===== src/rtl/fir_tf_param.sv =====
// Parametrised transposed-form FIR filter with a runtime-loadable
// coefficient bank, valid-gated sample flow and a synchronous flush.
// Results are full-precision signed values; there is no rounding or
// saturation because OUT_W is wide enough for the worst-case sum.
module fir_tf_param #(
  parameter int DATA_W = 8,
  parameter int COEF_W = 8,
  parameter int TAPS   = 16,
  parameter int OUT_W  = DATA_W + COEF_W + $clog2(TAPS),
  localparam int AW    = $clog2(TAPS)
) (
  input  logic                     Clk,
  input  logic                     Rst,
  input  logic                     in_valid,
  input  logic signed [DATA_W-1:0] Xin,
  input  logic                     flush,
  input  logic                     coef_we,
  input  logic [AW-1:0]            coef_addr,
  input  logic signed [COEF_W-1:0] coef_data,
  output logic                     out_valid,
  output logic signed [OUT_W-1:0]  Yout
);

  // Coefficient bank H[0..TAPS-1]
  logic signed [COEF_W-1:0] h_q [TAPS];
  logic signed [COEF_W-1:0] h_d [TAPS];

  // Partial-sum registers Q[1..TAPS-1]; Q[TAPS-1] feeds the output adder
  logic signed [OUT_W-1:0]  q_q [1:TAPS-1];
  logic signed [OUT_W-1:0]  q_d [1:TAPS-1];

  // Products of the current sample with every coefficient
  logic signed [OUT_W-1:0]  prod [TAPS];

  logic signed [OUT_W-1:0]  yout_q, yout_d;
  logic                     vld_q, vld_d;
  logic                     accept;
  logic                     addr_ok;

  // Sign-extend both operands to OUT_W before multiplying so the product
  // is exact in the output width.
  function automatic logic signed [OUT_W-1:0] mul_ext(
    input logic signed [COEF_W-1:0] h,
    input logic signed [DATA_W-1:0] x
  );
    logic signed [OUT_W-1:0] he;
    logic signed [OUT_W-1:0] xe;
    he = {{(OUT_W-COEF_W){h[COEF_W-1]}}, h};
    xe = {{(OUT_W-DATA_W){x[DATA_W-1]}}, x};
    return he * xe;
  endfunction

  // A flush discards any coincident sample.
  assign accept = in_valid & ~flush;

  // Writes to addresses beyond the last tap are dropped; when TAPS is a
  // power of two every encodable address is a real tap.
  if ((1 << AW) > TAPS) begin : g_addr_chk
    assign addr_ok = (coef_addr < AW'(TAPS));
  end else begin : g_addr_all
    assign addr_ok = 1'b1;
  end

  // Products always use the coefficients held before this edge's write.
  always_comb begin
    for (int k = 0; k < TAPS; k++) begin
      prod[k] = mul_ext(h_q[k], Xin);
    end
  end

  // Coefficient bank next state: single addressed write per cycle.
  always_comb begin
    for (int k = 0; k < TAPS; k++) begin
      h_d[k] = h_q[k];
    end
    if (coef_we && addr_ok) begin
      h_d[coef_addr] = coef_data;
    end
  end

  // Transposed-form update of the partial sums and output on accepted
  // samples; flush zeroes the history but leaves Yout holding.
  always_comb begin
    for (int j = 1; j < TAPS; j++) begin
      q_d[j] = q_q[j];
    end
    yout_d = yout_q;
    vld_d  = accept;
    if (flush) begin
      for (int j = 1; j < TAPS; j++) begin
        q_d[j] = '0;
      end
    end else if (in_valid) begin
      q_d[1] = prod[TAPS-1];
      for (int j = 2; j < TAPS; j++) begin
        q_d[j] = q_q[j-1] + prod[TAPS-j];
      end
      yout_d = q_q[TAPS-1] + prod[0];
    end
  end

  // ---- register stage: coefficients, partial sums, output ----
  // State registers; reset restores an identity filter with empty history.
  always_ff @(posedge Clk or posedge Rst) begin
    if (Rst) begin
      for (int k = 0; k < TAPS; k++) begin
        h_q[k] <= '0;
      end
      h_q[0] <= COEF_W'(1);
      for (int j = 1; j < TAPS; j++) begin
        q_q[j] <= '0;
      end
      yout_q <= '0;
      vld_q  <= 1'b0;
    end else begin
      for (int k = 0; k < TAPS; k++) begin
        h_q[k] <= h_d[k];
      end
      for (int j = 1; j < TAPS; j++) begin
        q_q[j] <= q_d[j];
      end
      yout_q <= yout_d;
      vld_q  <= vld_d;
    end
  end

  assign Yout      = yout_q;
  assign out_valid = vld_q;

endmodule

===== config.mk =====
export PLATFORM = sky130hd
export DESIGN_NAME = fir_tf_param
export DESIGN_NICKNAME = d
export VERILOG_FILES = /design/src/rtl/fir_tf_param.sv
export SDC_FILE = /design/constraint.sdc
export NUM_CORES = 2
export LEC_CHECK = 0
export ABC_CLOCK_PERIOD_IN_PS = 15080
export BUFFER_PORTS_ARGS = -buffer_cell sky130_fd_sc_hd__buf_4
export CAP_MARGIN = 0
export CORE_ASPECT_RATIO = 0.75
export CORE_MARGIN = 4
export CORE_UTILIZATION = 60
export CTS_CLUSTER_DIAMETER = 50
export DETAILED_ROUTE_END_ITERATION = 8
export GPL_TIMING_DRIVEN = 0
export PLACE_DENSITY = 0.87
export SYNTH_ARGS = -nofsm -noshare
export SYNTH_HDL_FRONTEND = slang
export SYNTH_SLANG_ARGS = --single-unit

===== constraint.sdc =====
create_clock -name Clk -period 15.08 [get_ports Clk]
set_clock_uncertainty 0.1 [all_clocks]
set_input_delay 2.262 -clock Clk [delete_from_list [all_inputs] [get_ports Clk]]
set_output_delay 2.262 -clock Clk [all_outputs]
set_load 0.1 [all_outputs]

==> flow_metrics.env <==
export IMPL_cts_setup_buffers=0
export IMPL_post_synth_num_cell_types=65
export IMPL_cp_top_family="adder cells"
export IMPL_core_area_mm2=0.1182
export IMPL_netlist_top_cell_by_area="sky130_fd_sc_hd__fa_1"
export IMPL_critical_path_arrival_ns=9.56
export IMPL_finalNetCount=9355
export IMPL_detailedRoute_firstPassIterationCount=6
export IMPL_post_synth_top_area_fraction_pct=38.20
export IMPL_synth_edf_count=0
export IMPL_path_clk_slew_ns=0.06
export IMPL_synth_simple_gate_area_share_pct=11.90
export IMPL_ff_latch_area_mm2=0.01114
export IMPL_ant_nets=0
export IMPL_max_slew_margin_pct=-13.07
export IMPL_worst_skew_pair_latency_ns=0.67
export IMPL_grt_overflow_total=0
export IMPL_rows=109
export IMPL_layout_drive_gt1_share_pct=4.633
export IMPL_synth_adder_area_share_pct=50.72
export IMPL_rsz0062_at_grt="no"
export IMPL_filler_cell_count=8769
export IMPL_sinks_on_clock_net=445
export IMPL_starting_utilization_of_the_core_area_pct=60.59
export IMPL_grt_pass1_vias=56494
export IMPL_timing_final_setup_violations=0
export IMPL_cts_path_max_buffers=3
export IMPL_cts_buffers=66
export IMPL_failed_checks="capacitance limit, slew limit"
export IMPL_placed_cells_incl_taps=8730
export IMPL_routed_wire_length_mm=215.8
export IMPL_max_cap_viol_count=12
export IMPL_worst_hold_path_type="register to register"
export IMPL_netlist_area_mm2=0.07164
export IMPL_synth_sequential_area_ratio_pct=15.55
export IMPL_die_width_um=407
export IMPL_timing_critical_path_slowest_stage_cell="sky130_fd_sc_hd__clkbuf_1"
export IMPL_post_synth_cell_area_avg_um2=10.04
export IMPL_grt_max_degree=127
export IMPL_yosys_register_bits=445
export IMPL_design_die_area_mm2=0.1251
export IMPL_place_area_mm2=0.07410
export IMPL_synth_warning_count=0
export IMPL_critical_path_n_buffers_inverters=4
export IMPL_ctsHtreeMaxLevel=3
export IMPL_grt_antenna_before_repair=41
export IMPL_most_frequent_cell_on_the_critical_path="sky130_fd_sc_hd__fa_1"
export IMPL_multi_input_comb_area_mm2=0.05421
export IMPL_stdcell_count=8885
export IMPL_finalMaxSlewViolations=112
export IMPL_grt_usage_pct=35.74
export IMPL_crit_chain="clkbuf_1, clkbuf_2, clkbuf_1, nand2_1, fa_1, fa_1, inv_1, fa_1, fa_1, fa_1, ha_1, a2111oi_0, o21ai_1, a21o_1, a21oi_1, xor2_1, o21ai_1"
export IMPL_synth_top_family_by_area="adder cells"
export IMPL_route_vias_total=53184
export IMPL_synth_cells=7135
export IMPL_status="finished with violations"
export IMPL_postSynth_topFlopCell="sky130_fd_sc_hd__dfrtp_1"
export IMPL_dpl_hpwl_mm=164.8
export IMPL_muxShareOfSynthArea_pct=4.122
export IMPL_area_growth_syn_to_layout_pct=6.769
export IMPL_path_max_fanout=11
export IMPL_routedWlPerCell_um=24.29
export IMPL_cp_data_required_time_ns=15.46
export IMPL_hold_violations=0
export IMPL_grt_first_pass_wirelength_mm=333.3
export IMPL_die_height_um=307.3
export IMPL_initialDrtViolationCount=5764
export IMPL_gpl_final_weighted_congestion=0.9667
export IMPL_postSynthNetCount=9244
export IMPL_synth_area_top_cells="sky130_fd_sc_hd__fa_1 (38%), sky130_fd_sc_hd__dfrtp_1 (16%), sky130_fd_sc_hd__ha_1 (13%)"
export IMPL_cts_tree="built"
export IMPL_worst_margin_slew_ns=1.696
export IMPL_postSynth_asyncResetShare_pct=100.0
export IMPL_final_period_minus_worst_setup_slack_ns=9.187
export IMPL_cts_repair_resize_count=0
export IMPL_final_period_utilization_pct=60.92
export IMPL_timing_setup_critical_path_class="input port to register"
export IMPL_io_pins=46
export IMPL_buffer_ports_inserted=33
export IMPL_critical_path_max_stage_delay_ns=1.22
export IMPL_drt_vias_per_instance=5.986
export IMPL_synth_xor_xnor_area_share_pct=3.435
export IMPL_endpoint_kind="register"
export IMPL_critPathLaunchType="input port"
export IMPL_hold_buffers=0
export IMPL_final_cell_area_mm2=0.07649
export IMPL_synth_compound_area_share_pct=5.474
export IMPL_drc=0
export IMPL_clockRootBuffer="sky130_fd_sc_hd__clkbuf_16"
export IMPL_timing_limited_maximum_frequency_mhz=108.8
per-layer routing:
layer  GRT usage [%]  wire length [µm]
met1           47.06             78830
met2           49.64             88910
met3           16.36             34610
met4           18.62             13310
met5               0               166
path summary, 6_finish.rpt:
kind / startpoint / end / slack [ns] / cells past startpoint
worst max-delay path: Xin[6] / q_q[277] / 5.89 / 17
worst min-delay path: Yout[1] / Yout[1] / 0.38 / 2
worst max register to register: h_q[71] / q_q[138] / 8.75 / 15
worst min register to register: Yout[1] / Yout[1] / 0.38 / 2
max in group asynchronous: Rst / q_q[258] / 11.54 / 5
min in group asynchronous: Rst / q_q[111] / 1.68 / 3
worst min-delay path, stage by stage, from the launching register on:
cell and delay [ns]:
sky130_fd_sc_hd__dfrtp_1 0.34, sky130_fd_sc_hd__nand2_1 0.05, sky130_fd_sc_hd__nand2_1 0.06
state kept, by name (all words and copies together) (netlist names):
signal and cells:
out_valid 1, q_q 296, Yout 20, h_q 128
stage by stage:
stage	setup slack (ns)	setup TNS, ns	util [%]	hold slack (ns)
finish	5.893	0	64.69	0.3841
global route	5.846	0	64.63	0.3976
CTS	5.945	0	64.58	0.3803
detailed placement	5.299	0	62.67	0.3669
global placement	-5.432	-2382.64	62.44	0.3597
floorplan	0.3194	0	-	0.3749
synthesized netlist by cell type (151+ instances only):
cell,instances
sky130_fd_sc_hd__and2_1,531
sky130_fd_sc_hd__xnor2_1,209
sky130_fd_sc_hd__nand2_1,555
sky130_fd_sc_hd__fa_1,1367
sky130_fd_sc_hd__mux2i_1,151
sky130_fd_sc_hd__o21ai_0,154
sky130_fd_sc_hd__a21oi_1,179
sky130_fd_sc_hd__ha_1,717
sky130_fd_sc_hd__nor2_1,362
sky130_fd_sc_hd__dfrtp_1,444
sky130_fd_sc_hd__clkbuf_1,201
sky130_fd_sc_hd__inv_1,1443
placed cells by master (no fill, tap or decap), types with 45 or more instances in the layout:
| cell type | Yosys | layout |
|---|---|---|
| sky130_fd_sc_hd__dfrtp_1 | 444 | 444 |
| sky130_fd_sc_hd__o21a_1 | 45 | 45 |
| sky130_fd_sc_hd__a21o_1 | 58 | 58 |
| sky130_fd_sc_hd__mux2i_1 | 151 | 151 |
| sky130_fd_sc_hd__ha_1 | 717 | 717 |
| sky130_fd_sc_hd__clkbuf_1 | 201 | 169 |
| sky130_fd_sc_hd__a21oi_1 | 179 | 179 |
| sky130_fd_sc_hd__nor3_1 | 65 | 62 |
| sky130_fd_sc_hd__nor2b_1 | 52 | 52 |
| sky130_fd_sc_hd__inv_1 | 1443 | 1442 |
| sky130_fd_sc_hd__xnor2_1 | 209 | 209 |
| sky130_fd_sc_hd__fa_1 | 1367 | 1367 |
| sky130_fd_sc_hd__nand2b_1 | 48 | 48 |
| sky130_fd_sc_hd__o21ai_0 | 154 | 154 |
| sky130_fd_sc_hd__nand2_1 | 555 | 555 |
| sky130_fd_sc_hd__clkbuf_16 | 0 | 67 |
| sky130_fd_sc_hd__nor2_1 | 362 | 362 |
| sky130_fd_sc_hd__mux2_2 | 128 | 128 |
| sky130_fd_sc_hd__xor2_1 | 72 | 72 |
| sky130_fd_sc_hd__and2_1 | 531 | 531 |
cell type report:
class	count	area share, %
tap	1554	2.542
sequential	445	14.56
clock inverter	44	0.7165
timing repair buffer	43	0.6347
inverter	1445	7.101
buffer	235	1.219
multi-input combinational	5010	70.87
clock buffer	73	2.234
antenna	36	0.1178
cells by family after synthesis:
family                   after synthesis
flip-flops                           445
adder cells (fa/ha/maj)             2084
multiplexers                         279
XOR/XNOR                             281
buffers and inverters               1680
AND/OR/NAND/NOR                     1738
AO/OA/AOI/OAI                        628
Power is not shown: default switching activity piles up to over one toggle a cycle in this logic, so the estimate is an artifact.
